### config.mk
export PLATFORM = sky130hd
export DESIGN_NAME = rf_write_scheduler_flat
export DESIGN_NICKNAME = d
export VERILOG_FILES = /design/src/rtl/rf_write_scheduler_if.sv /design/src/rtl/rf_write_scheduler.sv /design/src/flat_wrapper.sv
export SDC_FILE = /design/constraint.sdc
export NUM_CORES = 1
export LEC_CHECK = 0
export ABC_AREA = 0
export CORE_MARGIN = 1
export CORE_UTILIZATION = 38
export DETAILED_ROUTE_END_ITERATION = 8
export PLACE_DENSITY_LB_ADDON = 0.12
export SLEW_MARGIN = 20
export SYNTH_ARGS = -nofsm -noshare
export SYNTH_HDL_FRONTEND = slang
export SYNTH_SLANG_ARGS = --single-unit
### constraint.sdc
create_clock -name clk_i -period 1.6 [get_ports clk_i]
set_input_delay 0.32 -clock clk_i [delete_from_list [all_inputs] [get_ports clk_i]]
set_output_delay 0.32 -clock clk_i [all_outputs]
set_load 0.02 [all_outputs]
### src/rtl/rf_write_scheduler_if.sv
// Write-back request / register-file write-port bundle for rf_write_scheduler.
// master = write-back sources side, slave = scheduler side.
interface rf_write_scheduler_if #(
  parameter int unsigned DATA_W = 32,
  parameter int unsigned ADDR_W = 5
);
  logic              req0_valid;
  logic [ADDR_W-1:0] req0_addr;
  logic [DATA_W-1:0] req0_data;
  logic              req0_ready;
  logic              req1_valid;
  logic [ADDR_W-1:0] req1_addr;
  logic [DATA_W-1:0] req1_data;
  logic              req1_ready;
  logic [ADDR_W-1:0] rf_a3;
  logic [DATA_W-1:0] rf_wd3;
  logic              rf_we3;

  modport master (
    output req0_valid, req0_addr, req0_data,
    output req1_valid, req1_addr, req1_data,
    input  req0_ready, req1_ready,
    input  rf_a3, rf_wd3, rf_we3
  );

  modport slave (
    input  req0_valid, req0_addr, req0_data,
    input  req1_valid, req1_addr, req1_data,
    output req0_ready, req1_ready,
    output rf_a3, rf_wd3, rf_we3
  );
endinterface

### src/rtl/rf_write_scheduler.sv
// Register-file write-port sequencer: clears x1..x(2**ADDR_W-1) after reset, then
// round-robin arbitrates two write-back requesters. Optional read forwarding: RF_BYPASS_EN.
module rf_write_scheduler #(
  parameter int unsigned DATA_W = 32,
  parameter int unsigned ADDR_W = 5
) (
  input  logic              clk_i,
  input  logic              areset_i,
  rf_write_scheduler_if.slave wb_if,
  output logic              init_done_o
`ifdef RF_BYPASS_EN
  ,
  input  logic [ADDR_W-1:0] rd_a1_i,
  input  logic [ADDR_W-1:0] rd_a2_i,
  input  logic [DATA_W-1:0] rf_rd1_i,
  input  logic [DATA_W-1:0] rf_rd2_i,
  output logic [DATA_W-1:0] rd1_o,
  output logic [DATA_W-1:0] rd2_o
`endif
);

  localparam logic StInit = 1'b0;
  localparam logic StRun  = 1'b1;
  localparam logic [ADDR_W-1:0] LastAddr = '1;

  logic              state_q, state_d;
  logic [ADDR_W-1:0] cnt_q, cnt_d;
  logic              rr_q, rr_d;
  logic              we_q, we_d;
  logic [ADDR_W-1:0] a3_q, a3_d;
  logic [DATA_W-1:0] wd3_q, wd3_d;
  logic              init_done_q, init_done_d;

  logic run, grant0, grant1;

  // rr_q selects the requester that wins a tie.
  always_comb begin
    run    = (state_q == StRun);
    grant0 = run & wb_if.req0_valid & (~wb_if.req1_valid | ~rr_q);
    grant1 = run & wb_if.req1_valid & (~wb_if.req0_valid | rr_q);
  end

  always_comb begin
    state_d     = state_q;
    cnt_d       = cnt_q;
    rr_d        = rr_q;
    we_d        = 1'b0;
    a3_d        = a3_q;
    wd3_d       = wd3_q;
    init_done_d = init_done_q;
    if (state_q == StInit) begin
      we_d  = 1'b1;
      a3_d  = cnt_q;
      wd3_d = '0;
      cnt_d = cnt_q + 1'b1;
      if (cnt_q == LastAddr) begin
        state_d     = StRun;
        init_done_d = 1'b1;
      end
    end else if (grant0) begin
      a3_d  = wb_if.req0_addr;
      wd3_d = wb_if.req0_data;
      we_d  = (wb_if.req0_addr != '0);
      rr_d  = 1'b1;
    end else if (grant1) begin
      a3_d  = wb_if.req1_addr;
      wd3_d = wb_if.req1_data;
      we_d  = (wb_if.req1_addr != '0);
      rr_d  = 1'b0;
    end
  end

  always_ff @(posedge clk_i) begin
    if (areset_i) begin
      state_q     <= StInit;
      cnt_q       <= {{(ADDR_W-1){1'b0}}, 1'b1};
      rr_q        <= 1'b0;
      we_q        <= 1'b0;
      a3_q        <= '0;
      wd3_q       <= '0;
      init_done_q <= 1'b0;
    end else begin
      state_q     <= state_d;
      cnt_q       <= cnt_d;
      rr_q        <= rr_d;
      we_q        <= we_d;
      a3_q        <= a3_d;
      wd3_q       <= wd3_d;
      init_done_q <= init_done_d;
    end
  end

  assign wb_if.req0_ready = grant0;
  assign wb_if.req1_ready = grant1;
  assign wb_if.rf_we3     = we_q;
  assign wb_if.rf_a3      = a3_q;
  assign wb_if.rf_wd3     = wd3_q;
  assign init_done_o      = init_done_q;

`ifdef RF_BYPASS_EN
  // Forward the in-flight write so readers see it before the register file commits.
  assign rd1_o = (we_q && (a3_q == rd_a1_i) && (rd_a1_i != '0)) ? wd3_q : rf_rd1_i;
  assign rd2_o = (we_q && (a3_q == rd_a2_i) && (rd_a2_i != '0)) ? wd3_q : rf_rd2_i;
`endif

endmodule

### src/flat_wrapper.sv
// flat-port wrapper written by rule: the top's interface ports become plain ports
module rf_write_scheduler_flat 
#(
  parameter int unsigned DATA_W = 32,
  parameter int unsigned ADDR_W = 5
)
  (clk_i, areset_i, init_done_o, wb_if_req0_valid, wb_if_req0_addr, wb_if_req0_data, wb_if_req1_valid, wb_if_req1_addr, wb_if_req1_data, wb_if_req0_ready, wb_if_req1_ready, wb_if_rf_a3, wb_if_rf_wd3, wb_if_rf_we3);
  rf_write_scheduler_if #(.DATA_W(DATA_W), .ADDR_W(ADDR_W)) wb_if_i ();
  input  logic clk_i;
  input  logic areset_i;
  output logic init_done_o;
  input wire logic [$bits(wb_if_i.req0_valid)-1:0] wb_if_req0_valid;
  input wire logic [$bits(wb_if_i.req0_addr)-1:0] wb_if_req0_addr;
  input wire logic [$bits(wb_if_i.req0_data)-1:0] wb_if_req0_data;
  input wire logic [$bits(wb_if_i.req1_valid)-1:0] wb_if_req1_valid;
  input wire logic [$bits(wb_if_i.req1_addr)-1:0] wb_if_req1_addr;
  input wire logic [$bits(wb_if_i.req1_data)-1:0] wb_if_req1_data;
  output wire logic [$bits(wb_if_i.req0_ready)-1:0] wb_if_req0_ready;
  output wire logic [$bits(wb_if_i.req1_ready)-1:0] wb_if_req1_ready;
  output wire logic [$bits(wb_if_i.rf_a3)-1:0] wb_if_rf_a3;
  output wire logic [$bits(wb_if_i.rf_wd3)-1:0] wb_if_rf_wd3;
  output wire logic [$bits(wb_if_i.rf_we3)-1:0] wb_if_rf_we3;
  assign wb_if_i.req0_valid = wb_if_req0_valid;
  assign wb_if_i.req0_addr = wb_if_req0_addr;
  assign wb_if_i.req0_data = wb_if_req0_data;
  assign wb_if_i.req1_valid = wb_if_req1_valid;
  assign wb_if_i.req1_addr = wb_if_req1_addr;
  assign wb_if_i.req1_data = wb_if_req1_data;
  assign wb_if_req0_ready = wb_if_i.req0_ready;
  assign wb_if_req1_ready = wb_if_i.req1_ready;
  assign wb_if_rf_a3 = wb_if_i.rf_a3;
  assign wb_if_rf_wd3 = wb_if_i.rf_wd3;
  assign wb_if_rf_we3 = wb_if_i.rf_we3;
  rf_write_scheduler #(.DATA_W(DATA_W), .ADDR_W(ADDR_W)) u_core (.clk_i(clk_i), .areset_i(areset_i), .wb_if(wb_if_i), .init_done_o(init_done_o));
endmodule
==> flow_summary.toml, run 1 <==
[pwr]
irDropWorstVdd_mv = 0.545
share_comb_of_total_power = 0.139
swShare = 0.231
p_per_area_nw_per_um2 = 629
p_total_mw = 2.20
pwr-share-seq = 0.535
internal-power_mw = 1.69
leakagePower_nw = 1.67
clkPwrFrac = 0.325
p_sw_mw = 0.508

[yosys]
synth_xor_area_frac = 0.00866
synthMuxAreaShare = 0.193
synth_compound_area_frac = 0.221
yosysTopAreaCell = "dfxtp_1"
syn_inst = 214
synth-adder-area-share = 0.0124
ys_ff_latch = 46
synth.area.top_cells = "dfxtp_1 (46%), mux2i_1 (19%), a21oi_1 (9.6%)"
avgSynthCellArea_um2 = 9.45
yosys_warnings = 0
synthSimpleGateAreaFrac = 0.0618
synth_top_family_by_area = "compound AO/OA/AOI/OAI gates"
syn_area_um2 = 2020
synth_top_area_frac = 0.455
ys_seq_area_frac = 0.455
postSynthNetCount = 294
synth.distinct_cells = 28

[clocking]
cts_num_sinks = 46
clkTransAtPathRegs_ns = 0.09
h-tree-depth = 2
cts_buffer_depth = 2
numCtsBuffers = 5
cts_root_buf = "clkbuf_8"
clock_latency_ns = 0.30
cts_tree = "yes"
postCtsHoldBufs = 0

[sta]
final_hold_viol_count = 0
fmax_ghz = 0.638
holdWs_ns = 0.466
worst_pin_slew_ns = 0.291
fin_crit_ns = 1.57
tns_ns = 0
slew_violations = 0
min_period_over_period = 0.980
rsz0062_at_grt = "false"
setup_slack_ns = 0.0326
relSlewSlack = 0.804
fin_worst_skew_ns = 0.00748
setup_viol = 0

[outcome]
outcome = "completed"

[setup_path]
critPathBufInv = 1
r2r-start = "u_core.run"
timing.rr.end = "u_core.wb_if.rf_wd3[18]"
ff2ff_path_depth = 6
worstPathArrival_ns = 1.25
required_ns = 1.28
crit_end = "wb_if_rf_wd3[24]"
path_cells = "clkdlybuf4s50_1"
slowest_delay_ns = 0.62
cp_num_cells = 1
crit_fanout = 2
path_delay_family = "buffers and inverters"
crit_start = "u_core.wb_if.rf_wd3[24]"
slowest_stage = "clkdlybuf4s50_1"
critPathKind = "reg2out"
r2r_slack_ns = 0.18
end_kind = "output port"
worst_setup_path_start_kind = "register"

[floorplanning]
die_y_um = 75.0
num_io_pins = 119
coreArea_um2 = 5110
rows = 26
die_area_um2 = 5620
dieWidth_um = 75.0
initial_core_util = 0.396

[placement]
place.gp.congestion = 0.810
hpwl_um = 4240
placed_area_um2 = 3340
dp_slack_ns = -0.468
post-place-cells = 402
place.port_buffers = 118

[detailed_routing]
drtIter0Drc = 67
routed_wl_um = 5630
drc_errors = 0
viasPerCell = 4.87
ant_nets = 0
num_vias = 1998
first_pass_iters = 4
routedWlPerCell_um = 13.7

[final_layout]
antenna_cells = 0
fill_cells = 424
fin_area_um2 = 3500
fin_util = 0.685
nets = 419
final_cells = 410
drive_gt1_frac = 0.0912
areaGrowthSynthToFinish_pct = 72.9

[run]
maxCapViolCount = 0

[hold_path]
hold_path_class = "in2reg"

[global_routing]
grt_start_max_net_pins = 37
grt_pass1_wl_um = 8500
grt_pass1_vias = 1854
antenna_found_initial = 0
grt_overflow = 0
grt_usage = 0.200
## cells in the mapped netlist
master    number
nor2b_1        2
nor2_2         2
o22ai_1        1
o21bai_1       1
a21oi_4        1
buf_2          1
nor2_4         1
xor2_1         1
ha_1           2
clkbuf_1       9
mux2i_1       39
inv_2          1
o21ai_1       10
nand3_1        1
o32ai_1        4
and3_1         1
clkbuf_2       1
nand2_1        2
o21ai_0       25
or2_1          1
dfxtp_1       46
or4_1          2
nor2_1        13
a21oi_1       39
a31oi_1        2
inv_1          1
xnor2_1        1
buf_6          4
## cell usage in the layout (no fill, tap or decap), types with 3 or more instances in the layout
master and n:
clkdlybuf4s50_1 87, dfxtp_1 46, mux2i_1 39, a21oi_1 38, dlymetal6s2s_1 26, o21ai_0 25
nor2_1 13, buf_4 13, o21ai_1 10, clkbuf_8 5, o32ai_1 4, dlygate4sd2_1 3
## flip-flops by register name, indices dropped and copies added (netlist names)
register             count
u_core.wb_if.rf_a3       5
u_core.wb_if.rf_wd3     32
u_core.init_done_o       1
u_core.run               1
u_core.cnt_q             5
u_core.wb_if.rf_we3      1
u_core.rr_q              1
## kinds of logic after synthesis
| family | count (synthesis) |
|---|---|
| fa+ha+maj | 2 |
| simple gates | 25 |
| compound gates | 83 |
| flops | 46 |
| buf+inv | 17 |
| xor+xnor | 2 |
| mux | 39 |
## power by group through the flow
| stage | clock network, mW | logic [mW] | registers, mW |
|---|---|---|---|
| floorplan | 0 | 0.0641 | 1.21 |
| global route | 0.774 | 0.333 | 1.18 |
| CTS | 0.732 | 0.311 | 1.18 |
| finish | 0.716 | 0.307 | 1.18 |
| global placement | 0 | 0.307 | 1.20 |
| detailed placement | 0 | 0.311 | 1.20 |
## worst min-delay path by stage
stage,start,endpoint,slack (ns),cells after the start
after CTS,u_core.init_done_o,u_core.init_done_o,0.49,2
after floorplan,areset_i,u_core.wb_if.rf_a3[1],0.44,1
final,wb_if_req0_valid,u_core.wb_if.rf_we3,0.47,4
after global routing,wb_if_req0_valid,u_core.wb_if.rf_we3,0.51,4
after global placement,u_core.init_done_o,u_core.init_done_o,0.45,2
after detailed placement,u_core.init_done_o,u_core.init_done_o,0.47,2
## metal layers
metal | share of wire | track usage | up-vias
met3 | 0.067 | 0.0549 | 9
met2 | 0.50 | 0.343 | 67
met5 | 0 | 0 | -
li1 | - | - | 1028
met4 | 0.015 | 0.0692 | 0
met1 | 0.42 | 0.240 | 894
## cell type report
cell class              instances  area, µm²  share of cell area
inverters                       2       7.51             0.00215
flip-flops and latches         46        921               0.263
multi-input cells             151       1010               0.289
repair buffers                133       1380               0.395
clock inverters                 3       21.3             0.00608
clock buffers                   5       68.8              0.0197
well taps                      70       87.6              0.0250
## timing repair
action	in CTS	in global routing
gates resized for setup	11	28
setup endpoints to repair	10	30
pin swaps	0	0
buffers inserted	0	0
Note: power is estimated with default switching activity, not from simulation.
==> inputs of run 2 (changes only) <==
--- a/config.mk
+++ b/config.mk
@@ -7,7 +7,8 @@
 export LEC_CHECK = 0
 export ABC_AREA = 0
 export CORE_MARGIN = 1
-export CORE_UTILIZATION = 38
+export CORE_UTILIZATION = 39
+export CTS_BUF_LIST = sky130_fd_sc_hd__clkbuf_8
 export DETAILED_ROUTE_END_ITERATION = 8
 export PLACE_DENSITY_LB_ADDON = 0.12
 export SLEW_MARGIN = 20
==> run 2 against run 1 <==
  * Non-clock buffer count increased by 1
  * Final cell count decreased by 0.49%
  * Sequential share of layout area unchanged
  * Utilization increased by 3.7 points
  * Global-route usage increased by 0.68 points
  * Worst setup slack about the same
  * First-iteration DRC count increased by 40%
  * Power about the same
  * Sequential power about the same
  * Hold slack got worse by 0.0070 ns
  * Clock skew decreased by 0.0025 ns
==> flow_summary.toml, run 2 (synthesis gave the netlist of run 1 again) <==
[pwr]
clkPwrFrac = 0.327
pwr-share-seq = 0.534
irDropWorstVdd_mv = 0.516
p_sw_mw = 0.476
leakagePower_nw = 1.69
swShare = 0.216
p_per_area_nw_per_um2 = 629
share_comb_of_total_power = 0.138
internal-power_mw = 1.73

[sta]
relSlewSlack = 0.823
fin_worst_skew_ns = 0.00499
rsz0062_at_grt = "false"
fin_crit_ns = 1.57
setup_viol = 0
fmax_ghz = 0.638
min_period_over_period = 0.979
final_hold_viol_count = 0
worst_pin_slew_ns = 0.265
slew_violations = 0
setup_slack_ns = 0.0329
holdWs_ns = 0.459

[clocking]
h-tree-depth = 2
cts_root_buf = "clkbuf_8"
cts_buffer_depth = 2
cts_setup_buffers = 0
clkTransAtPathRegs_ns = 0.08
clock_latency_ns = 0.30
postCtsHoldBufs = 0
numCtsBuffers = 5
cts_num_sinks = 46
cts_tree = "yes"

[setup_path]
worst_setup_path_start_kind = "register"
required_ns = 1.28
slowest_stage = "clkdlybuf4s50_1"
r2r-start = "u_core.run"
critPathKind = "reg2out"
ff2ff_path_depth = 5
slowest_delay_ns = 0.62
crit_start = "u_core.wb_if.rf_a3[4]"
critPathBufInv = 1
r2r_slack_ns = 0.11
path_delay_family = "buffers and inverters"
timing.rr.end = "u_core.wb_if.rf_wd3[21]"
end_kind = "output port"
path_cells = "clkdlybuf4s50_1"
worstPathArrival_ns = 1.25
crit_fanout = 2

[detailed_routing]
first_pass_iters = 4
routedWlPerCell_um = 13.8
drtIter0Drc = 94
drc_errors = 0
ant_nets = 0
routed_wl_um = 5620
viasPerCell = 5.06
num_vias = 2063

[final_layout]
multi_input_area_um2 = 1010
antenna_cells = 0
drive_gt1_frac = 0.0880
mostFrequentLayoutCells = "clkdlybuf4s50_1 (89), dfxtp_1 (46), a21oi_1 (39), mux2i_1 (39), dlymetal6s2s_1 (27)"
fin_util = 0.722
nets = 420
areaGrowthSynthToFinish_pct = 72.9
fill_cells = 407
regArea_um2 = 921
fin_area_um2 = 3500
mostFrequentLayoutCell = "clkdlybuf4s50_1"
largest_register_ffs = 32

[global_routing]
grt_pass1_vias = 1954
grt_pass1_wl_um = 8560
grt_start_max_net_pins = 49
grt_usage = 0.207
antenna_found_initial = 0
grt_overflow = 0

[hold_path]
hp-start = "wb_if_req1_valid"
hold_path_class = "in2reg"
hold_end = "u_core.wb_if.rf_we3"
worst_hold_path.num_cells = 5

[floorplanning]
coreArea_um2 = 4850
die_y_um = 74.0
dieWidth_um = 74.0
rows = 25
die_area_um2 = 5480
initial_core_util = 0.417
num_io_pins = 119

[placement]
place.port_buffers = 118
dp_slack_ns = -0.479
place.gp.congestion = 0.792
hpwl_um = 4130
placed_area_um2 = 3330

[outcome]
outcome = "completed"

[run]
maxCapViolCount = 0
run 2: area by class of cell:
| type | count | area share |
|---|---|---|
| Multi-Input combinational cell | 151 | 0.288 |
| Sequential cell | 46 | 0.263 |
| Timing Repair Buffer | 134 | 0.397 |
| Clock buffer | 6 | 0.0236 |
| Tap cell | 67 | 0.0240 |
| Clock inverter | 2 | 0.00250 |
| Inverter | 2 | 0.00215 |
run 2: per-stage QoR:
| stage | total power [mW] | TNS (ns) | std cells |
|---|---|---|---|
| after floorplan | 1.27 | 0 | 214 |
| after global placement | 1.51 | -13.11 | 400 |
| after detailed placement | 1.51 | -13.99 | 400 |
| after CTS | 2.23 | -0.156 | 408 |
| after global routing | 2.30 | 0 | 408 |
| final | 2.20 | 0 | 408 |
run 2: worst max-delay path by stage:
| stage | endpoint | cells after the start | slack [ns] |
|---|---|---|---|
| 6_report | wb_if_rf_a3[4] | 1 | 0.03 |
| 5_1_grt | wb_if_rf_wd3[17] | 1 | 0.00003 |
| 4_1_cts | wb_if_req0_ready | 4 | -0.07 |
| 3_5_place_dp | wb_if_req0_ready | 4 | -0.48 |
| 3_3_place_gp | wb_if_req0_ready | 4 | -0.48 |
| 2_1_floorplan | u_core.wb_if.rf_we3 | 5 | 0.18 |
run 2: power by group through the flow:
stage,sequential [mW],combinational [mW],clock (mW)
3_5_place_dp,1.20,0.307,0
2_1_floorplan,1.21,0.0641,0
3_3_place_gp,1.20,0.303,0
6_report,1.18,0.305,0.720
4_1_cts,1.18,0.309,0.745
5_1_grt,1.18,0.326,0.793
run 2: layer usage:
layer	global-route usage	vias to the layer above	wire, µm	part of all wire
met4	0.0897	0	103	0.018
met2	0.342	70	2790	0.50
met5	0	-	0	0
met3	0.0732	9	400	0.071
met1	0.241	957	2330	0.41
li1	-	1027	-	-
run 2: what timing repair did:
action	4_1_cts	5_1_grt
gates resized for setup	9	31
pin swaps	0	1
setup endpoints to repair	27	59
